<file path="src/rtl/store_pack_if.sv">
// store_pack_if
//   Bundles the store request channel, the flush line, the formatted
//   memory-side channel and the AdES exception outputs of store_pack.
//
//   Request side : req_valid, req_ready, req_op[1:0], req_addr[31:0],
//                  req_data[31:0], flush
//   Memory side  : m_valid, m_ready, m_addr[31:0], m_byteen[3:0],
//                  m_wdata[31:0]
//   Exception    : exc_valid, exc_code[4:0], exc_badvaddr[31:0]
//
//   slave  : the store_pack view (consumes requests, produces stores)
//   master : the surrounding pipeline / memory view
interface store_pack_if;
  logic        req_valid;
  logic        req_ready;
  logic [1:0]  req_op;
  logic [31:0] req_addr;
  logic [31:0] req_data;
  logic        flush;
  logic        m_valid;
  logic        m_ready;
  logic [31:0] m_addr;
  logic [3:0]  m_byteen;
  logic [31:0] m_wdata;
  logic        exc_valid;
  logic [4:0]  exc_code;
  logic [31:0] exc_badvaddr;

  modport slave (
    input  req_valid, req_op, req_addr, req_data, flush, m_ready,
    output req_ready, m_valid, m_addr, m_byteen, m_wdata,
           exc_valid, exc_code, exc_badvaddr
  );

  modport master (
    output req_valid, req_op, req_addr, req_data, flush, m_ready,
    input  req_ready, m_valid, m_addr, m_byteen, m_wdata,
           exc_valid, exc_code, exc_badvaddr
  );
endinterface

</file>
<file path="src/rtl/store_pack.sv">
// store_pack
//   Formats sw/sh/sb store requests into a word address, byte-lane enables
//   and lane-replicated write data, held in a single output register toward
//   memory. Illegal stores (misaligned, unmapped, sub-word to a timer, or
//   writes to a timer COUNT register) are consumed and raise a one-cycle
//   AdES exception instead of reaching memory.
//
//   Ports:
//     clk   : sole clock, rising edge
//     reset : synchronous active-high reset
//     bus   : store_pack_if.slave (request, flush, memory, exception)
module store_pack (
  input  logic         clk,
  input  logic         reset,
  store_pack_if.slave  bus
);

  typedef enum logic {EMPTY, FULL} state_t;

  localparam logic [1:0] OP_SW = 2'b00;
  localparam logic [1:0] OP_SH = 2'b01;
  localparam logic [1:0] OP_SB = 2'b10;

  state_t      state_q, state_d;
  logic        load, raise_exc, accept, legal;
  logic        in_dm, in_tc0, in_tc1, in_ig, in_tc, misaligned, is_count;
  logic [3:0]  byteen_fmt;
  logic [31:0] wdata_fmt;
  logic [31:0] addr_q, wdata_q, badvaddr_q;
  logic [3:0]  byteen_q;
  logic        exc_q;

  // The register can take a new store while its current one drains.
  assign bus.m_valid   = (state_q == FULL);
  assign bus.req_ready = !bus.m_valid || bus.m_ready;
  assign accept        = bus.req_valid && bus.req_ready && !bus.flush;

  // Address decode and legality; COUNT sits at offset 8..11 of either timer.
  always_comb begin
    in_dm      = (bus.req_addr <= 32'h0000_2FFF);
    in_tc0     = (bus.req_addr >= 32'h0000_7F00) && (bus.req_addr <= 32'h0000_7F0B);
    in_tc1     = (bus.req_addr >= 32'h0000_7F10) && (bus.req_addr <= 32'h0000_7F1B);
    in_ig      = (bus.req_addr >= 32'h0000_7F20) && (bus.req_addr <= 32'h0000_7F23);
    in_tc      = in_tc0 || in_tc1;
    is_count   = in_tc && (bus.req_addr[3:2] == 2'b10);
    misaligned = ((bus.req_op == OP_SW) && (bus.req_addr[1:0] != 2'b00)) ||
                 ((bus.req_op == OP_SH) && bus.req_addr[0]);
    legal      = (bus.req_op != 2'b11) && !misaligned &&
                 (in_dm || in_tc || in_ig) &&
                 !(in_tc && (bus.req_op != OP_SW)) && !is_count;
  end

  // Lane placement and replication of the store data.
  always_comb begin
    byteen_fmt = 4'b0000;
    wdata_fmt  = 32'h0;
    case (bus.req_op)
      OP_SW: begin
        byteen_fmt = 4'b1111;
        wdata_fmt  = bus.req_data;
      end
      OP_SH: begin
        byteen_fmt = bus.req_addr[1] ? 4'b1100 : 4'b0011;
        wdata_fmt  = {2{bus.req_data[15:0]}};
      end
      OP_SB: begin
        byteen_fmt = 4'b0001 << bus.req_addr[1:0];
        wdata_fmt  = {4{bus.req_data[7:0]}};
      end
      default: begin
        byteen_fmt = 4'b0000;
        wdata_fmt  = 32'h0;
      end
    endcase
  end

  // Next state: a legal accept (re)loads the register; otherwise a flush
  // or a completed transfer empties it. Illegal accepts leave the
  // register untouched and only raise the exception.
  always_comb begin
    state_d   = state_q;
    load      = 1'b0;
    raise_exc = 1'b0;
    if (accept && legal) begin
      state_d = FULL;
      load    = 1'b1;
    end else begin
      raise_exc = accept;
      if (bus.flush || bus.m_ready) begin
        state_d = EMPTY;
      end
    end
  end

  always_ff @(posedge clk) begin
    if (reset) begin
      state_q <= EMPTY;
    end else begin
      state_q <= state_d;
    end
  end

  always_ff @(posedge clk) begin
    if (reset) begin
      addr_q     <= 32'h0;
      byteen_q   <= 4'b0000;
      wdata_q    <= 32'h0;
      exc_q      <= 1'b0;
      badvaddr_q <= 32'h0;
    end else begin
      if (load) begin
        addr_q   <= {bus.req_addr[31:2], 2'b00};
        byteen_q <= byteen_fmt;
        wdata_q  <= wdata_fmt;
      end
      exc_q <= raise_exc;
      if (raise_exc) begin
        badvaddr_q <= bus.req_addr;
      end
    end
  end

  assign bus.m_addr       = addr_q;
  assign bus.m_byteen     = byteen_q;
  assign bus.m_wdata      = wdata_q;
  assign bus.exc_valid    = exc_q;
  assign bus.exc_code     = exc_q ? 5'd5 : 5'd0;
  assign bus.exc_badvaddr = badvaddr_q;

endmodule

</file>
<file path="src/flat_wrapper.sv">
// flat-port wrapper written by rule: the top's interface ports become plain ports
module store_pack_flat 
  (clk, reset, bus_req_valid, bus_req_op, bus_req_addr, bus_req_data, bus_flush, bus_m_ready, bus_req_ready, bus_m_valid, bus_m_addr, bus_m_byteen, bus_m_wdata, bus_exc_valid, bus_exc_code, bus_exc_badvaddr);
  store_pack_if bus_i ();
  input  logic clk;
  input  logic reset;
  input wire logic [$bits(bus_i.req_valid)-1:0] bus_req_valid;
  input wire logic [$bits(bus_i.req_op)-1:0] bus_req_op;
  input wire logic [$bits(bus_i.req_addr)-1:0] bus_req_addr;
  input wire logic [$bits(bus_i.req_data)-1:0] bus_req_data;
  input wire logic [$bits(bus_i.flush)-1:0] bus_flush;
  input wire logic [$bits(bus_i.m_ready)-1:0] bus_m_ready;
  output wire logic [$bits(bus_i.req_ready)-1:0] bus_req_ready;
  output wire logic [$bits(bus_i.m_valid)-1:0] bus_m_valid;
  output wire logic [$bits(bus_i.m_addr)-1:0] bus_m_addr;
  output wire logic [$bits(bus_i.m_byteen)-1:0] bus_m_byteen;
  output wire logic [$bits(bus_i.m_wdata)-1:0] bus_m_wdata;
  output wire logic [$bits(bus_i.exc_valid)-1:0] bus_exc_valid;
  output wire logic [$bits(bus_i.exc_code)-1:0] bus_exc_code;
  output wire logic [$bits(bus_i.exc_badvaddr)-1:0] bus_exc_badvaddr;
  assign bus_i.req_valid = bus_req_valid;
  assign bus_i.req_op = bus_req_op;
  assign bus_i.req_addr = bus_req_addr;
  assign bus_i.req_data = bus_req_data;
  assign bus_i.flush = bus_flush;
  assign bus_i.m_ready = bus_m_ready;
  assign bus_req_ready = bus_i.req_ready;
  assign bus_m_valid = bus_i.m_valid;
  assign bus_m_addr = bus_i.m_addr;
  assign bus_m_byteen = bus_i.m_byteen;
  assign bus_m_wdata = bus_i.m_wdata;
  assign bus_exc_valid = bus_i.exc_valid;
  assign bus_exc_code = bus_i.exc_code;
  assign bus_exc_badvaddr = bus_i.exc_badvaddr;
  store_pack u_core (.clk(clk), .reset(reset), .bus(bus_i));
endmodule
</file>
<file path="config.mk">
export PLATFORM = sky130hd
export DESIGN_NAME = store_pack_flat
export DESIGN_NICKNAME = d
export VERILOG_FILES = /design/src/rtl/store_pack_if.sv /design/src/rtl/store_pack.sv /design/src/flat_wrapper.sv
export SDC_FILE = /design/constraint.sdc
export NUM_CORES = 1
export LEC_CHECK = 0
export ABC_CLOCK_PERIOD_IN_PS = 3950
export CAP_MARGIN = 25
export CORE_MARGIN = 2
export CORE_UTILIZATION = 40
export CTS_BUF_LIST = sky130_fd_sc_hd__clkbuf_2 sky130_fd_sc_hd__clkbuf_4 sky130_fd_sc_hd__clkbuf_8
export DETAILED_ROUTE_END_ITERATION = 7
export GPL_TIMING_DRIVEN = 1
export PLACE_DENSITY = 0.86
export SYNTH_ARGS = -nofsm -noshare
export SYNTH_HDL_FRONTEND = slang
export SYNTH_SLANG_ARGS = --single-unit
</file>
<file path="constraint.sdc">
create_clock -name clk -period 3.95 [get_ports clk]
set_input_delay 0.79 -clock clk [delete_from_list [all_inputs] [get_ports clk]]
set_output_delay 0.79 -clock clk [all_outputs]
set_load 0.01 [all_outputs]
</file>
# Word level (Yosys, flattened, before mapping)

Cells that the tools add are included.

Bits in registers: 100
Input port bits: 71
Output and inout bits: 108
Logic and storage cells: 55

Order comparisons: 7
Equal/unequal tests: 4
Shift operators: 1
Muxes and demuxes: 8
Reduce and logical (&&, ||, !) cells: 29

Operators by type and width:

| operator               | count |
|---|---|
| $ge A32 B15 Y1 const B | 3 |
| $le A32 B15 Y1 const B | 3 |
| $pmux W32 S3           | 1 |
| $le A32 B14 Y1 const B | 1 |
| $logic_and A1 B1 Y1    | 14 |
| $pmux W4 S3            | 1 |
| $logic_or A1 B1 Y1     | 6 |
| $reduce_bool A2 Y1     | 3 |
| $logic_not A1 Y1       | 5 |
| $eq A2 B2 Y1 const B   | 2 |
| $mux W1                | 4 |
| $mux W4                | 1 |
| $shl A1 B2 Y4 const A  | 1 |
| $mux W3                | 1 |
| $eq A2 B1 Y1 const B   | 1 |
| $logic_not A2 Y1       | 1 |
| $ne A2 B2 Y1 const B   | 1 |

# Depth between registers and ports, before layout

Word-level depth: 10
Mapped depth: 8
Depth with buffers taken out: 5

# Worst setup path after synthesis

Ideal clock, no wire load.

Path kind: in2reg
Start: in bus_req_addr[16]
End: reg u_core.addr_q[15] (netlist: u_core.bus.m_addr[15])
Setup time: 0.115 ns
Arrival: 2.464 ns
Required time: 3.835 ns
Slack: 1.370 ns
Stages: 7
Buffers on the path: 2
Path through: nor4_1 -> and3_1 -> o2111ai_1 -> or4_1 -> buf_4 -> clkbuf_2 -> and3_1

Longest elaborated chain between the ends: 10
Elaborated cells on any way between the ends: 22
Classes of those cells: order compare (7); mux (1); reduce/logical (14)

RTL lines:

| item                                          | line                               | RTL |
|---|---|---|
| from (decl)                                   | flat_wrapper.sv:9                  | `input wire logic [$bits(bus_i.req_addr)-1:0] bus_req_addr;` |
| $ge A32 B15 Y1, or another cell as far along  | store_pack.sv:41                   | `in_tc0 = (bus.req_addr >= 32'h0000_7F00) && (bus.req_addr <= 32'h0000_7F0B);` |
| $logic_and A1 B1 Y1, on equally long branches | store_pack.sv:41, store_pack.sv:42 |  |
| $logic_or A1 B1 Y1                            | store_pack.sv:44                   | `in_tc = in_tc0 \|\| in_tc1;` |
| $logic_or A1 B1 Y1 (2 in a row)               | store_pack.sv:49                   | `(in_dm \|\| in_tc \|\| in_ig) &&` |
| $logic_and A1 B1 Y1                           | store_pack.sv:48                   | `legal = (bus.req_op != 2'b11) && !misaligned &&` |
| $logic_and A1 B1 Y1                           | store_pack.sv:49                   |  |
| $logic_and A1 B1 Y1 (*)                       | store_pack.sv:50                   | `!(in_tc && (bus.req_op != OP_SW)) && !is_count;` |
| $logic_and A1 B1 Y1 (*)                       | store_pack.sv:84                   | `if (accept && legal) begin` |
| $mux W1 (*)                                   | store_pack.sv:84                   |  |
| to (signal assigned)                          | store_pack.sv:112                  | `addr_q <= {bus.req_addr[31:2], 2'b00};` |
| to (decl)                                     | store_pack.sv:29                   | `logic [31:0] addr_q, wdata_q, badvaddr_q;` |

Every way passes the cells marked *; elsewhere a longest branch is shown, timed or not.
A chain may end at the register's enable or synchronous reset.

# Worst setup path after layout

Start: in bus_req_addr[15]
End: reg u_core.addr_q[30] (netlist: u_core.bus.m_addr[30])

The elaborated chain is that of the path after synthesis.

==> impl_metrics.json <==
{
  "clock_sinks": 100,
  "die_area_mm2": 0.0120,
  "r2r_cells": 5,
  "drt_first_pass_iters": 5,
  "core_area_mm2": 0.0108,
  "critPathLaunchType": "input pin",
  "hold_depth": 2,
  "yosys_warnings": 0,
  "dp_worst_setup_slack_ns": 0.320,
  "endpoint_kind": "register",
  "post_synth.cell_area_avg_um2": 8.92,
  "multi_input_area_mm2": 0.00207,
  "synth_async_sr_flop_share_pct": 0,
  "worstPathRequired_ns": 4.19,
  "cap_violations": 0,
  "rsz0062_at_grt": "false",
  "num_rows": 38,
  "ys_types": 37,
  "ys_seq_area_share_pct": 44.9,
  "whs_endpoint": "u_core.bus.m_addr[9]$_SDFFE_PP0P_",
  "crit_type": "input pin to register",
  "final_util_pct": 59.7,
  "cts_made_buffers": 9,
  "grt_pass1_vias": 4144,
  "root_buffer": "clkbuf_8",
  "drc": 0,
  "nNetsFinal": 722,
  "synth_area_mm2": 0.00446,
  "dpl_cell_area_mm2": 0.00626,
  "finalCritPeriodShare_pct": 82.6,
  "postCtsSetupRepairBufs": 0,
  "insertedDiodeCount": 0,
  "drive_gt1_share_pct": 5.79,
  "postSynthRegisterBits": 100,
  "ys.flop_type": "dfxtp_1",
  "critical_path_arrival_ns": 3.51,
  "clk_latency_ns": 0.35,
  "vdd_drop_max_v": 0.000186,
  "final-setup-viol-count": 0,
  "power_density_mw_per_mm2": 306,
  "grt_pass1_wl_um": 20600,
  "setup_tns_ns": 0,
  "vias_per_cell": 5.28,
  "register_area_mm2": 0.00200,
  "reg2reg_setup_slack_ns": 1.69,
  "post_drt_wl_per_cell_um": 16.4,
  "path_clk_slew_ns": 0.09,
  "fin_area_mm2": 0.00647,
  "post_cts_resized": 0,
  "clk_path_buf_depth": 2,
  "status": "completed",
  "layout_min_cycle_time_ns": 3.26,
  "area_growth_pct": 45.0,
  "cts_hold_buf": 0,
  "die_w_um": 110,
  "grt_overflow": 0,
  "numPortBuffers": 173,
  "drt-initial-drc-count": 297,
  "fin_ws_ns": 0.688,
  "gp_congestion": 0.807,
  "cts_htree_levels": 3,
  "start_util_pct": 41.1,
  "grt_max_degree": 86,
  "min_path_type": "register to register",
  "max_slew_margin_pct": 57.2,
  "slew_violations": 0,
  "worst_clock_skew_ns": 0.00548,
  "routed_wl_um": 13000,
  "worst_slew_pin_slew_ns": 0.642,
  "final_hold_viol_count": 0,
  "fillers": 934,
  "fmaxAchievable_mhz": 307,
  "cts_tree": "done",
  "hpwlAfterDp_um": 9510,
  "grtUsageTotal_pct": 21.8,
  "synth_edf_count": 0,
  "fp.dieH_um": 110,
  "ios": 179,
  "worst_r2r_endpoint": "u_core.bus.m_addr[30]$_SDFFE_PP0P_",
  "route.vias.total": 4199,
  "antenna_found_initial": 0,
  "r2r_start": "u_core.bus.m_valid$_SDFFE_PP0P_",
  "p_leak_nw": 2.58,
  "drtAntennaViolNets": 0,
  "cp_max_fo": 44,
  "syn_inst": 500,
  "min_from": "u_core.bus.m_addr[9]$_SDFFE_PP0P_"
}
## cell usage after synthesis (2+ instances only)
cell type,number,area share [%]
nand2_1,102,8.6
dfxtp_1,100,45
mux2i_1,54,12
inv_1,42,3.5
clkbuf_1,32,2.7
o311ai_0,32,6.3
o31ai_1,32,5.4
and3_1,18,2.5
o21ai_0,18,2.0
a21oi_1,8,0.90
a22o_1,8,1.6
buf_4,8,1.3
nor2_1,6,0.50
buf_6,5,1.3
nor2b_1,5,0.70
nor4_1,4,0.56
buf_2,3,0.34
mux2_1,3,0.76
nand2b_1,2,0.28
## power by group
group          internal (W)  switching, W  total [W]
sequential          0.00102    0.00000948    0.00103
clock              0.000342      0.000343   0.000685
combinational      0.000134      0.000129   0.000263
## flip-flops by register name, summed over array words and instances (netlist names)
register / count
u_core.bus.exc_badvaddr: 32
u_core.bus.exc_valid: 1
u_core.bus.m_addr: 30
u_core.bus.m_byteen: 4
u_core.bus.m_valid: 1
u_core.bus.m_wdata: 32
## cell type report
| type | count | area share (%) |
|---|---|---|
| clock buffers | 13 | 2.57 |
| clock inverters | 3 | 0.696 |
| well taps | 140 | 2.71 |
| inverters | 42 | 2.44 |
| multi-input cells | 312 | 32.0 |
| repair buffers | 186 | 28.6 |
| flip-flops and latches | 100 | 31.0 |
## how the worst max path moves through the flow
stage / startpoint / endpoint / cells after the start
2_1_floorplan: bus_req_addr[16] / u_core.bus.m_addr[15]$_SDFFE_PP0P_ / 7
3_3_place_gp: bus_req_addr[15] / u_core.bus.m_addr[15]$_SDFFE_PP0P_ / 7
3_5_place_dp: bus_req_addr[15] / u_core.bus.m_addr[30]$_SDFFE_PP0P_ / 7
4_1_cts: bus_req_addr[15] / u_core.bus.m_addr[30]$_SDFFE_PP0P_ / 7
5_1_grt: bus_req_addr[15] / u_core.bus.m_addr[22]$_SDFFE_PP0P_ / 7
6_report: bus_req_addr[15] / u_core.bus.m_addr[30]$_SDFFE_PP0P_ / 7
## cells in the final DEF (no fill, tap or decap), types with 2 or more instances in the layout
master and count:
buf_4 11, nor4_4 2, mux2i_1 54, and3_1 18
dfxtp_1 100, o21ai_0 18, nand2b_1 2, nand2_1 102
inv_1 41, clkdlybuf4s50_1 173, clkbuf_4 2, clkbuf_8 11
nor4_1 4, o311ai_0 32, a22o_1 8, clkinvlp_4 2
a21oi_1 8, nor2b_1 5, o31ai_1 32, mux2_1 3
conb_1 5, nor2_1 6
## logic make-up (layout without fill, tap and decap cells)
kind of cell	Yosys count	after routing	share of synthesized area (%)
simple gates	146	146	15.3
compound gates	102	102	17.1
xor+xnor	1	1	0.196
buf+inv	92	244	9.37
other cells	1	5	0.0841
mux	58	58	13.1
flops	100	100	44.9
## critical path: stages
cell and delay, ns:
clkdlybuf4s50_1 0.51, nand4bb_1 0.25, or3_4 0.40, a2bb2oi_2 0.17, or4_2 0.70, buf_4 0.39
and3_1 0.28
## routing by layer
metal  share of wire (%)  global-route usage, %  wire (um)  vias to the layer above
li1                    -                      -          -                     2028
met1                  42                   26.9       5490                     1984
met2                  48                   37.3       6280                      171
met3                 7.7                   5.28       1010                       16
met4                 1.8                   6.78        236                        0
met5                   0                      0          0                        -
## through the flow
stage          hold slack, ns  power, W  cells
2_1_floorplan           0.479   0.00117    504
3_3_place_gp            0.442   0.00131    779
3_5_place_dp            0.453   0.00132    780
4_1_cts                 0.465   0.00200    796
5_1_grt                 0.478   0.00206    796
6_report                0.463   0.00198    796
Note: power is estimated with default switching activity, not from simulation.
